**src/rtl/audio_pkg.sv**
```systemverilog
// rtl/audio_pkg.sv - shared types, constants and the shift-based volume scaler for audio_out
//
// Purpose: volume encoding, soft-volume gain targets (Q6) and sample width
//          shared by audio_if, audio_nco and audio_out.
// Contents:
//   SAMPLE_W     - audio sample width (16)
//   vol_t        - 2-bit OSD volume setting
//   GAIN_Q6      - Q6 gain targets per volume step, used when AUDIO_SOFT_VOL_EN is defined
//   scale_shift  - arithmetic shift scaler used when AUDIO_SOFT_VOL_EN is undefined
package audio_pkg;

  localparam int SAMPLE_W = 16;

  typedef enum logic [1:0] {
    VOL_MUTE    = 2'd0,
    VOL_QUARTER = 2'd1,
    VOL_HALF    = 2'd2,
    VOL_UNITY   = 2'd3
  } vol_t;

  // Q6 targets; chosen so that x*g>>>6 matches the shift scaler bit-exactly.
  localparam logic [6:0] GAIN_Q6 [4] = '{7'd0, 7'd16, 7'd32, 7'd64};

  function automatic logic signed [SAMPLE_W-1:0] scale_shift(
    input logic signed [SAMPLE_W-1:0] x,
    input vol_t                       vol
  );
    case (vol)
      VOL_MUTE:    scale_shift = '0;
      VOL_QUARTER: scale_shift = x >>> 2;
      VOL_HALF:    scale_shift = x >>> 1;
      default:     scale_shift = x;
    endcase
  endfunction

endpackage

```
**src/rtl/audio_if.sv**
```systemverilog
// rtl/audio_if.sv - sample/volume input bundle and HDMI-side audio outputs of audio_out
//
// Purpose: groups the core-side sample strobe, stereo samples and volume with the
//          packetizer-side audio clock, tick and sample word.
// Signals:
//   sample_stb        - one-cycle pulse, audio_l_in/audio_r_in valid
//   audio_l_in        - signed left sample
//   audio_r_in        - signed right sample
//   volume            - 0 mute, 1 quarter, 2 half, 3 unity
//   clk_audio         - registered 50% duty audio clock
//   sample_tick       - one-cycle pulse on each clk_audio rise
//   audio_sample_word - {left, right} scaled sample
// Modports: master = core/packetizer side, slave = audio_out.
interface audio_if;
  import audio_pkg::*;

  logic                       sample_stb;
  logic signed [SAMPLE_W-1:0] audio_l_in;
  logic signed [SAMPLE_W-1:0] audio_r_in;
  logic [1:0]                 volume;
  logic                       clk_audio;
  logic                       sample_tick;
  logic [2*SAMPLE_W-1:0]      audio_sample_word;

  modport master (
    output sample_stb, audio_l_in, audio_r_in, volume,
    input  clk_audio, sample_tick, audio_sample_word
  );

  modport slave (
    input  sample_stb, audio_l_in, audio_r_in, volume,
    output clk_audio, sample_tick, audio_sample_word
  );

endinterface

```
**src/rtl/audio_nco.sv**
```systemverilog
// rtl/audio_nco.sv - fractional phase accumulator deriving the audio clock from clk
//
// Purpose: toggles clk_audio whenever acc + 2*RATE_HZ reaches CLK_HZ, so the long-run
//          audio rate is exactly RATE_HZ with no drift.
// Parameters: CLK_HZ (clk frequency), RATE_HZ (audio sample rate).
// Ports:
//   clk       in  - pixel clock
//   reset     in  - asynchronous, active-high
//   clk_audio out - registered audio clock
//   rise      out - combinational: clk_audio goes 0->1 at the coming clk edge
//   fall      out - combinational: clk_audio goes 1->0 at the coming clk edge
module audio_nco #(
  parameter int CLK_HZ  = 32000000,
  parameter int RATE_HZ = 48000
) (
  input  logic clk,
  input  logic reset,
  output logic clk_audio,
  output logic rise,
  output logic fall
);

  localparam int INC   = 2 * RATE_HZ;
  localparam int ACC_W = $clog2(CLK_HZ + INC);
  localparam logic [ACC_W-1:0] INC_W = ACC_W'(INC);
  localparam logic [ACC_W-1:0] LIM_W = ACC_W'(CLK_HZ);

  logic [ACC_W-1:0] acc;
  logic [ACC_W-1:0] nxt;
  logic             wrap;

  // acc stays below CLK_HZ, so acc + INC always fits in ACC_W bits.
  always_comb begin
    nxt  = acc + INC_W;
    wrap = (nxt >= LIM_W);
    rise = wrap & ~clk_audio;
    fall = wrap & clk_audio;
  end

  always_ff @(posedge clk or posedge reset) begin
    if (reset) begin
      acc       <= '0;
      clk_audio <= 1'b0;
    end else begin
      acc <= wrap ? (nxt - LIM_W) : nxt;
      if (wrap) begin
        clk_audio <= ~clk_audio;
      end
    end
  end

endmodule

```
**src/rtl/audio_out.sv**
```systemverilog
// rtl/audio_out.sv - audio output stage: 48 kHz clock, sample hold, volume, HDMI sample word
//
// Purpose: holds the latest stereo sample from the mixer, scales it by the OSD volume
//          and refreshes audio_sample_word on each clk_audio falling toggle, so the
//          word is stable for a half period before every rising edge.
// Parameters: CLK_HZ (clk frequency), RATE_HZ (audio sample rate).
// Ports:
//   clk   in  - pixel clock, the only clock
//   reset in  - asynchronous, active-high
//   bus   audio_if.slave - sample/volume inputs, clk_audio/sample_tick/word outputs
// Build option: AUDIO_SOFT_VOL_EN - replace the shift scaler with a Q6 gain that ramps
//               one step per word update toward the volume target.
module audio_out
  import audio_pkg::*;
#(
  parameter int CLK_HZ  = 32000000,
  parameter int RATE_HZ = 48000
) (
  input logic    clk,
  input logic    reset,
  audio_if.slave bus
);

  logic clk_audio;
  logic rise;
  logic fall;

  audio_nco #(
    .CLK_HZ  (CLK_HZ),
    .RATE_HZ (RATE_HZ)
  ) u_nco (
    .clk       (clk),
    .reset     (reset),
    .clk_audio (clk_audio),
    .rise      (rise),
    .fall      (fall)
  );

  logic signed [SAMPLE_W-1:0] hold_l;
  logic signed [SAMPLE_W-1:0] hold_r;
  logic signed [SAMPLE_W-1:0] scaled_l;
  logic signed [SAMPLE_W-1:0] scaled_r;
  logic                       sample_tick;
  logic [2*SAMPLE_W-1:0]      word;

  // Zero-order hold; a strobe coinciding with a word update lands one update later
  // because the word samples the old hold value at that same edge.
  always_ff @(posedge clk or posedge reset) begin
    if (reset) begin
      hold_l <= '0;
      hold_r <= '0;
    end else if (bus.sample_stb) begin
      hold_l <= bus.audio_l_in;
      hold_r <= bus.audio_r_in;
    end
  end

`ifdef AUDIO_SOFT_VOL_EN
  logic [6:0] gain;
  logic [6:0] gain_nxt;
  logic [6:0] target;

  function automatic logic signed [SAMPLE_W-1:0] scale_gain(
    input logic signed [SAMPLE_W-1:0] x,
    input logic [6:0]                 g
  );
    logic signed [22:0] p;
    p = x * $signed({1'b0, g});
    return SAMPLE_W'(p >>> 6);
  endfunction

  // The stepped gain is used by the same update that steps it.
  always_comb begin
    target   = GAIN_Q6[bus.volume];
    gain_nxt = gain;
    if (gain < target) begin
      gain_nxt = gain + 7'd1;
    end else if (gain > target) begin
      gain_nxt = gain - 7'd1;
    end
    scaled_l = scale_gain(hold_l, gain_nxt);
    scaled_r = scale_gain(hold_r, gain_nxt);
  end

  always_ff @(posedge clk or posedge reset) begin
    if (reset) begin
      gain <= '0;
    end else if (fall) begin
      gain <= gain_nxt;
    end
  end
`else
  always_comb begin
    scaled_l = scale_shift(hold_l, vol_t'(bus.volume));
    scaled_r = scale_shift(hold_r, vol_t'(bus.volume));
  end
`endif

  always_ff @(posedge clk or posedge reset) begin
    if (reset) begin
      sample_tick <= 1'b0;
      word        <= '0;
    end else begin
      sample_tick <= rise;
      if (fall) begin
        word <= {scaled_l, scaled_r};
      end
    end
  end

  assign bus.clk_audio         = clk_audio;
  assign bus.sample_tick       = sample_tick;
  assign bus.audio_sample_word = word;

endmodule
```
**src/flat_wrapper.sv**
```systemverilog
// flat-port wrapper written by rule: the top's interface ports become plain ports
module audio_out_flat import audio_pkg::*;
#(
  parameter int CLK_HZ  = 32000000,
  parameter int RATE_HZ = 48000
)
  (clk, reset, bus_sample_stb, bus_audio_l_in, bus_audio_r_in, bus_volume, bus_clk_audio, bus_sample_tick, bus_audio_sample_word);
  audio_if bus_i ();
  input logic clk;
  input logic reset;
  input wire logic [$bits(bus_i.sample_stb)-1:0] bus_sample_stb;
  input wire logic [$bits(bus_i.audio_l_in)-1:0] bus_audio_l_in;
  input wire logic [$bits(bus_i.audio_r_in)-1:0] bus_audio_r_in;
  input wire logic [$bits(bus_i.volume)-1:0] bus_volume;
  output wire logic [$bits(bus_i.clk_audio)-1:0] bus_clk_audio;
  output wire logic [$bits(bus_i.sample_tick)-1:0] bus_sample_tick;
  output wire logic [$bits(bus_i.audio_sample_word)-1:0] bus_audio_sample_word;
  assign bus_i.sample_stb = bus_sample_stb;
  assign bus_i.audio_l_in = bus_audio_l_in;
  assign bus_i.audio_r_in = bus_audio_r_in;
  assign bus_i.volume = bus_volume;
  assign bus_clk_audio = bus_i.clk_audio;
  assign bus_sample_tick = bus_i.sample_tick;
  assign bus_audio_sample_word = bus_i.audio_sample_word;
  audio_out #(.CLK_HZ(CLK_HZ), .RATE_HZ(RATE_HZ)) u_core (.clk(clk), .reset(reset), .bus(bus_i));
endmodule
```
**config.mk**
```make
export PLATFORM = sky130hd
export DESIGN_NAME = audio_out_flat
export DESIGN_NICKNAME = d
export VERILOG_FILES = /design/src/rtl/audio_pkg.sv /design/src/rtl/audio_if.sv /design/src/rtl/audio_nco.sv /design/src/rtl/audio_out.sv /design/src/flat_wrapper.sv
export SDC_FILE = /design/constraint.sdc
export NUM_CORES = 1
export LEC_CHECK = 0
export ABC_AREA = 0
export CORE_ASPECT_RATIO = 0.6
export CORE_MARGIN = 1
export CORE_UTILIZATION = 50
export CTS_CLUSTER_SIZE = 30
export DETAILED_ROUTE_END_ITERATION = 6
export PLACE_DENSITY = 0.85
export SKIP_LAST_GASP = 1
export SYNTH_ARGS = -nofsm -noshare
export SYNTH_HDL_FRONTEND = slang
export SYNTH_SLANG_ARGS = --single-unit
export TNS_END_PERCENT = 10
```
**constraint.sdc**
```tcl
create_clock -name clk -period 4.5 [get_ports clk]
set_input_delay 0.9 -clock clk [delete_from_list [all_inputs] [get_ports clk]]
set_output_delay 0.9 -clock clk [all_outputs]
set_load 0.1 [all_outputs]
```
# After elaboration in Yosys (flattened, before gate mapping)
# Index checks and enable logic that the tools add are counted.
[totals]
elab_cells = 18
latchBits = 0
ff_bits = 91
input_bits = 37
rom_bits = 0
ramBits = 0
out_inout_bits = 34
n_memories = 0
[classes]
n_mul = 0
n_div = 0
muxes = 3
eq_ne = 2
n_lt_le_gt_ge = 1
n_shift = 0
add_sub_neg = 2
bitwise_logic = 3
reduce_logical = 1
[op_table]
columns = ["op", "count"]
rows = [
  ["case mux 16 bit (3 select lines)", 2],
  ["adder 25 x 17 -> 25 bit (second input constant)", 1],
  [">= comparator 25 bit (second input constant)", 1],
  ["2-to-1 mux 25 bit", 1],
  ["subtractor 25 bit (second input constant)", 1],
  ["AND 1 bit", 2],
  ["equality test 2 x 1 -> 1 bit (second input constant)", 1],
  ["equality test 2 bit (second input constant)", 1],
  ["zero test 2 bit", 1],
  ["inverter 1 bit", 1],
]

# Depth between registers and ports, before layout
[depth]
word_depth = 3
mapped_depth = 15
ltp_nobuf = 13

# Modules after synthesis
# From an unflattened synthesis, not the netlist that was laid out.
[unflattened]
cells_unflattened = 405
hier_area_um2 = 4559.4
[by_module_without_submodules]
columns = ["mod", "seq_area_each_um2", "area_each_um2", "cells_per_inst", "n_inst"]
rows = [
  ["audio_out", 1626.6, 3160.5, 249, 1],
  ["audio_nco", 450.4, 1398.8, 156, 1],
]

# Worst setup path before layout
# No wires, ideal clock.
[synth_path]
path_kind = "reg2reg"
startpoint = "register u_core.u_nco.acc[9]"
endpoint = "register u_core.word[10], in the netlist u_core.bus.audio_sample_word[10]"
arrival_ns = 2.926
required_ns = 4.374
setup_ns = 0.126
n_path_buf = 2
setup_slack_ns = 1.448
period_less_slack_ns = 3.052
path_stages_with_launch = 16
cell_sequence = "dfrtp_1 > buf_2 > inv_1 > ha_1 > nand2b_1 > nand2_1 > xnor2_1 > ha_1 > inv_1 > o21ai_0 > a21oi_1 > a31o_2 > o21bai_2 > a211oi_4 > buf_6 > mux2_4"
[synth_via]
elab_chain_len = 3
[synth_lines]
columns = ["item", "line_no", "source"]
rows = [
  ["start: declaration", "audio_nco.sv:28", "logic [ACC_W-1:0] acc;"],
  ["start signal: assignment", "audio_nco.sv:45", "acc <= wrap ? (nxt - LIM_W) : nxt;"],
  ["adder 25 x 17 -> 25 bit", "audio_nco.sv:34", "nxt = acc + INC_W;"],
  [">= comparator 25 bit", "audio_nco.sv:35", "wrap = (nxt >= LIM_W);"],
  ["AND 1 bit", "audio_nco.sv:37", "fall = wrap & clk_audio;"],
  ["end signal: assignment", "audio_out.sv:106", "word <= {scaled_l, scaled_r};"],
  ["end: declaration", "audio_out.sv:44", "logic [2*SAMPLE_W-1:0] word;"],
]
# No other way between the ends.
# A chain may end at the register's enable or synchronous reset.

# Final worst setup path
[layout_path]
startpoint = "register u_core.u_nco.acc[8]"
endpoint = "register u_core.word[30], in the netlist u_core.bus.audio_sample_word[30]"
[layout_via]
elab_chain_len = 3
[layout_lines]
columns = ["item", "line_no", "source"]
rows = [
  ["adder 25 x 17 -> 25 bit", "audio_nco.sv:34", ""],
  ["net u_core.u_nco.nxt[8]", "audio_nco.sv:29", "logic [ACC_W-1:0] nxt;"],
  [">= comparator 25 bit", "audio_nco.sv:35", ""],
  ["AND 1 bit", "audio_nco.sv:37", ""],
]
# The timed path passes the listed nets, and every way through them passes these cells.

==> results.md <==
- Mapped Cells: 399
- Synthesis-to-layout area growth: 22.4%
- Initial Util: 51.9%
- Initial antenna violation count: 0
- Number of flops mapped to enable cells by yosys: 0
- DRC violations left: 0
- Grt ovf: 0
- Ranking of synthesized cells by area: dfrtp_1, mux2_2, mux2_4, a22o_1, xnor2_1
- Routed WL: 11.3 mm
- Setup tns final: 0 ps
- Vias: 3471
- Clock share of power: 44.9%
- Yosys top cell by area: dfrtp_1
- CTS clk-pin slew, worst paths: 70 ps
- CP top delay family: compound AO/OA/AOI/OAI gates
- FP Rows: 27
- Synth top area share: 43.4%
- Number of vias per cell: 5.87
- Wirelength per Cell: 19.1 um
- Setup CP Type: reg2reg
- Chip width: 128 um
- Synth Register Bits: 83
- Peak VDD IR: 0.219 mV
- Port bufs: 70
- Seq pwr share: 45.2%
- Leakage Power: 0.00243 uW
- Share of layout cells above drive strength 1: 28.4%
- Slowest cell delay on critical path: 540 ps
- Netlist cell types: 61
- Worst path slowest cell: dfrtp_1
- Slew HR: 20.0%
- Antenna cells: 0
- Antenna Nets Post-Route: 0
- RSZ-0062 raised after global routing: no
- Final Wtd Congestion: 0.944
- Final setup violation count: 0
- Gate power share: 9.8%
- Root Driver: clkbuf_16
- GRT Util Overall: 23.9%
- Number of global-route vias before repair: 3425
- Status: finished clean
- DP Area: 5540 um2
- Drt pass-1 iters: 5
- Worst setup EP type: flop
- Period utilisation layout: 85.7%
- CTS Hold Buffers Added: 0
- Buf+Inv Stages, Crit Path: 3
- Startpoint types: flop
- Slew @ Worst Pin: 1190 ps
- Bufs on Longest Clock Path: 2
- CORE AREA: 9220 um2
- Post-synthesis sequential area ratio: 43.4%
- Post-cts sizing count: 0
- Io pins: 71
- Final Slew Violations: 0
- Max FO, Critical Path: 32
- Die outline height: 77.8 um
- Main flop type after synthesis: dfrtp_1
- Sw frac: 22.9%
- Hold Path Class: reg2reg
- Final nets: 496
- Final Hold Viols: 0
- Post-Synthesis Mean Instance Area: 12.0 um2
- NetSw: 408 uW
- CP Cell Sequence: inv_1 > ha_1 > nand2b_1 > nand2_1 > xnor2_1 > ha_1 > inv_1 > o21ai_0 > a21oi_1 > a31o_2 > o21bai_2 > a211oi_4 > buf_4 > mux2_2
- Post-DP HPWL: 7.58 mm
- Clock insertion delay at the later pin of the skew report: 340 ps
- Die footprint: 9980 um2
- Worst Path Arrival: 4070 ps
- FF-to-FF setup slack: 640 ps
- Design area: 5860 um2
- Max-cap violations: 0
- Synth async-reset ratio: 100%
- Clock skew: 13.5 ps
- CTS Sinks: 83
- Crit path time final: 3860 ps
- Mapped Nets: 439
- DRT iter0 DRCs: 388
- Max Fclk: 259 MHz
- Internal power: 1370 uW
- CTS tree: built
- Setup bufs post-CTS: 0
- Synth Cell Area: 4790 um2
- H-tree levels: 3
- Largest net degree at the start of global routing: 54
- Cts bufs inserted: 9
- Pwr Density: 304 nW/um2
- Synth warnings: 0
- CP required: 4720 ps
- First-pass GRT wire length: 18.3 mm
-- cells by family after synthesis --
kind of cell,Yosys count,share of synthesized area [%]
muxes,97,24.9
AOI/OAI and AO/OA,85,15.2
DFF,83,43.4
and+or+nand+nor,70,7.79
buffers and inverters,42,4.36
xor gates and xnor gates,19,3.63
adders and majority gates,3,0.784
-- per-layer routing --
layer / wire length [um] / track usage [%]
met1: 5230 / 34.5
met5: 0 / 0
met4: 95 / 4.94
met3: 948 / 7.93
met2: 5000 / 34.8
-- cell usage in the layout, fill, tap and decap left out, drive strengths merged, types with 2 or more instances in the layout --
| cell | n |
|---|---|
| a211oi | 12 |
| a21o | 2 |
| a21oi | 8 |
| a22o | 28 |
| and2 | 4 |
| and3 | 2 |
| buf | 6 |
| bufinv | 2 |
| clkbuf | 9 |
| clkdlybuf4s50 | 70 |
| clkinv | 3 |
| dfrtp | 83 |
| ha | 3 |
| inv | 13 |
| mux2 | 93 |
| mux2i | 4 |
| nand2 | 19 |
| nand2b | 3 |
| nand3 | 3 |
| nand4 | 4 |
| nor2 | 14 |
| nor2b | 4 |
| nor3 | 6 |
| nor4 | 2 |
| nor4b | 2 |
| o211ai | 4 |
| o21ai | 10 |
| o21bai | 2 |
| o31ai | 2 |
| or3 | 3 |
| or4 | 2 |
| xnor2 | 13 |
| xor2 | 6 |
-- worst reg2reg max path, delay by kind of cell, from the launching register on --
family | cells | cell delay [ps]
AO/OA/AOI/OAI | 5 | 940
XOR/XNOR | 1 | 200
AND/OR/NAND/NOR | 2 | 370
flip-flops | 1 | 540
multiplexers | 1 | 430
buffers and inverters | 3 | 740
adder cells (fa/ha/maj) | 2 | 530
-- per-stage QoR --
stage	std cells	total power, uW	util, %	hold slack (ps)	setup WS (ps)
after floorplan	399	928	-	475	1450
after global placement	575	983	60.0	488	926
after detailed placement	575	992	60.0	497	725
after CTS	591	1800	63.5	520	694
after global routing	591	1850	63.5	528	279
final	591	1780	63.5	511	644
-- power groups by stage --
stage / clock [uW] / sequential, uW / combinational, uW
3_3_place_gp: 0 / 815 / 167
2_1_floorplan: 0 / 807 / 121
5_1_grt: 846 / 810 / 191
6_report: 800 / 805 / 175
3_5_place_dp: 0 / 818 / 174
4_1_cts: 814 / 804 / 177
-- path summary, 6_finish.rpt --
kind / start / to / cells after the start
min in group asynchronous: reset / u_core.bus.audio_sample_word[2] / 2
worst max register to register: u_core.u_nco.acc[8] / u_core.bus.audio_sample_word[30] / 14
worst max-delay path: u_core.u_nco.acc[8] / u_core.bus.audio_sample_word[30] / 14
worst min-delay path: u_core.bus.audio_sample_word[1] / u_core.bus.audio_sample_word[1] / 1
worst min register to register: u_core.bus.audio_sample_word[1] / u_core.bus.audio_sample_word[1] / 1
max in group asynchronous: reset / u_core.u_nco.acc[13] / 3
-- flip-flops by register name (all words and copies together), names as in the netlist --
name and count:
u_core.bus.audio_sample_word 32, u_core.hold_r 16, u_core.u_nco.acc 17, u_core.hold_l 16, u_core.bus.sample_tick 1, u_core.u_nco.clk_audio 1
-- layout make-up --
class,count,area [um2]
Clock buffer,9,225
Clock inverter,7,98.8
Fill cell,684,3360
Inverter,12,46.3
Multi-Input combinational cell,274,2500
Sequential cell,83,2080
Tap cell,130,163
Timing Repair Buffer,76,746
-- synth_stat cells, types with 3 or more instances --
cell type / count
dfrtp_1: 83
a21oi_1: 7
and2_1: 3
o211ai_1: 4
a22o_1: 28
xnor2_1: 13
buf_6: 5
nand2_1: 19
inv_1: 12
clkbuf_1: 13
buf_1: 3
ha_1: 3
nor2_1: 14
mux2i_1: 4
nand3_1: 3
nand4_1: 4
mux2_2: 65
a211oi_1: 10
nor2b_1: 4
nor3_1: 5
buf_2: 8
o21ai_0: 10
xor2_1: 5
mux2_4: 28
or3_1: 3
nand2b_1: 3
(Power assumes the default switching activity.)
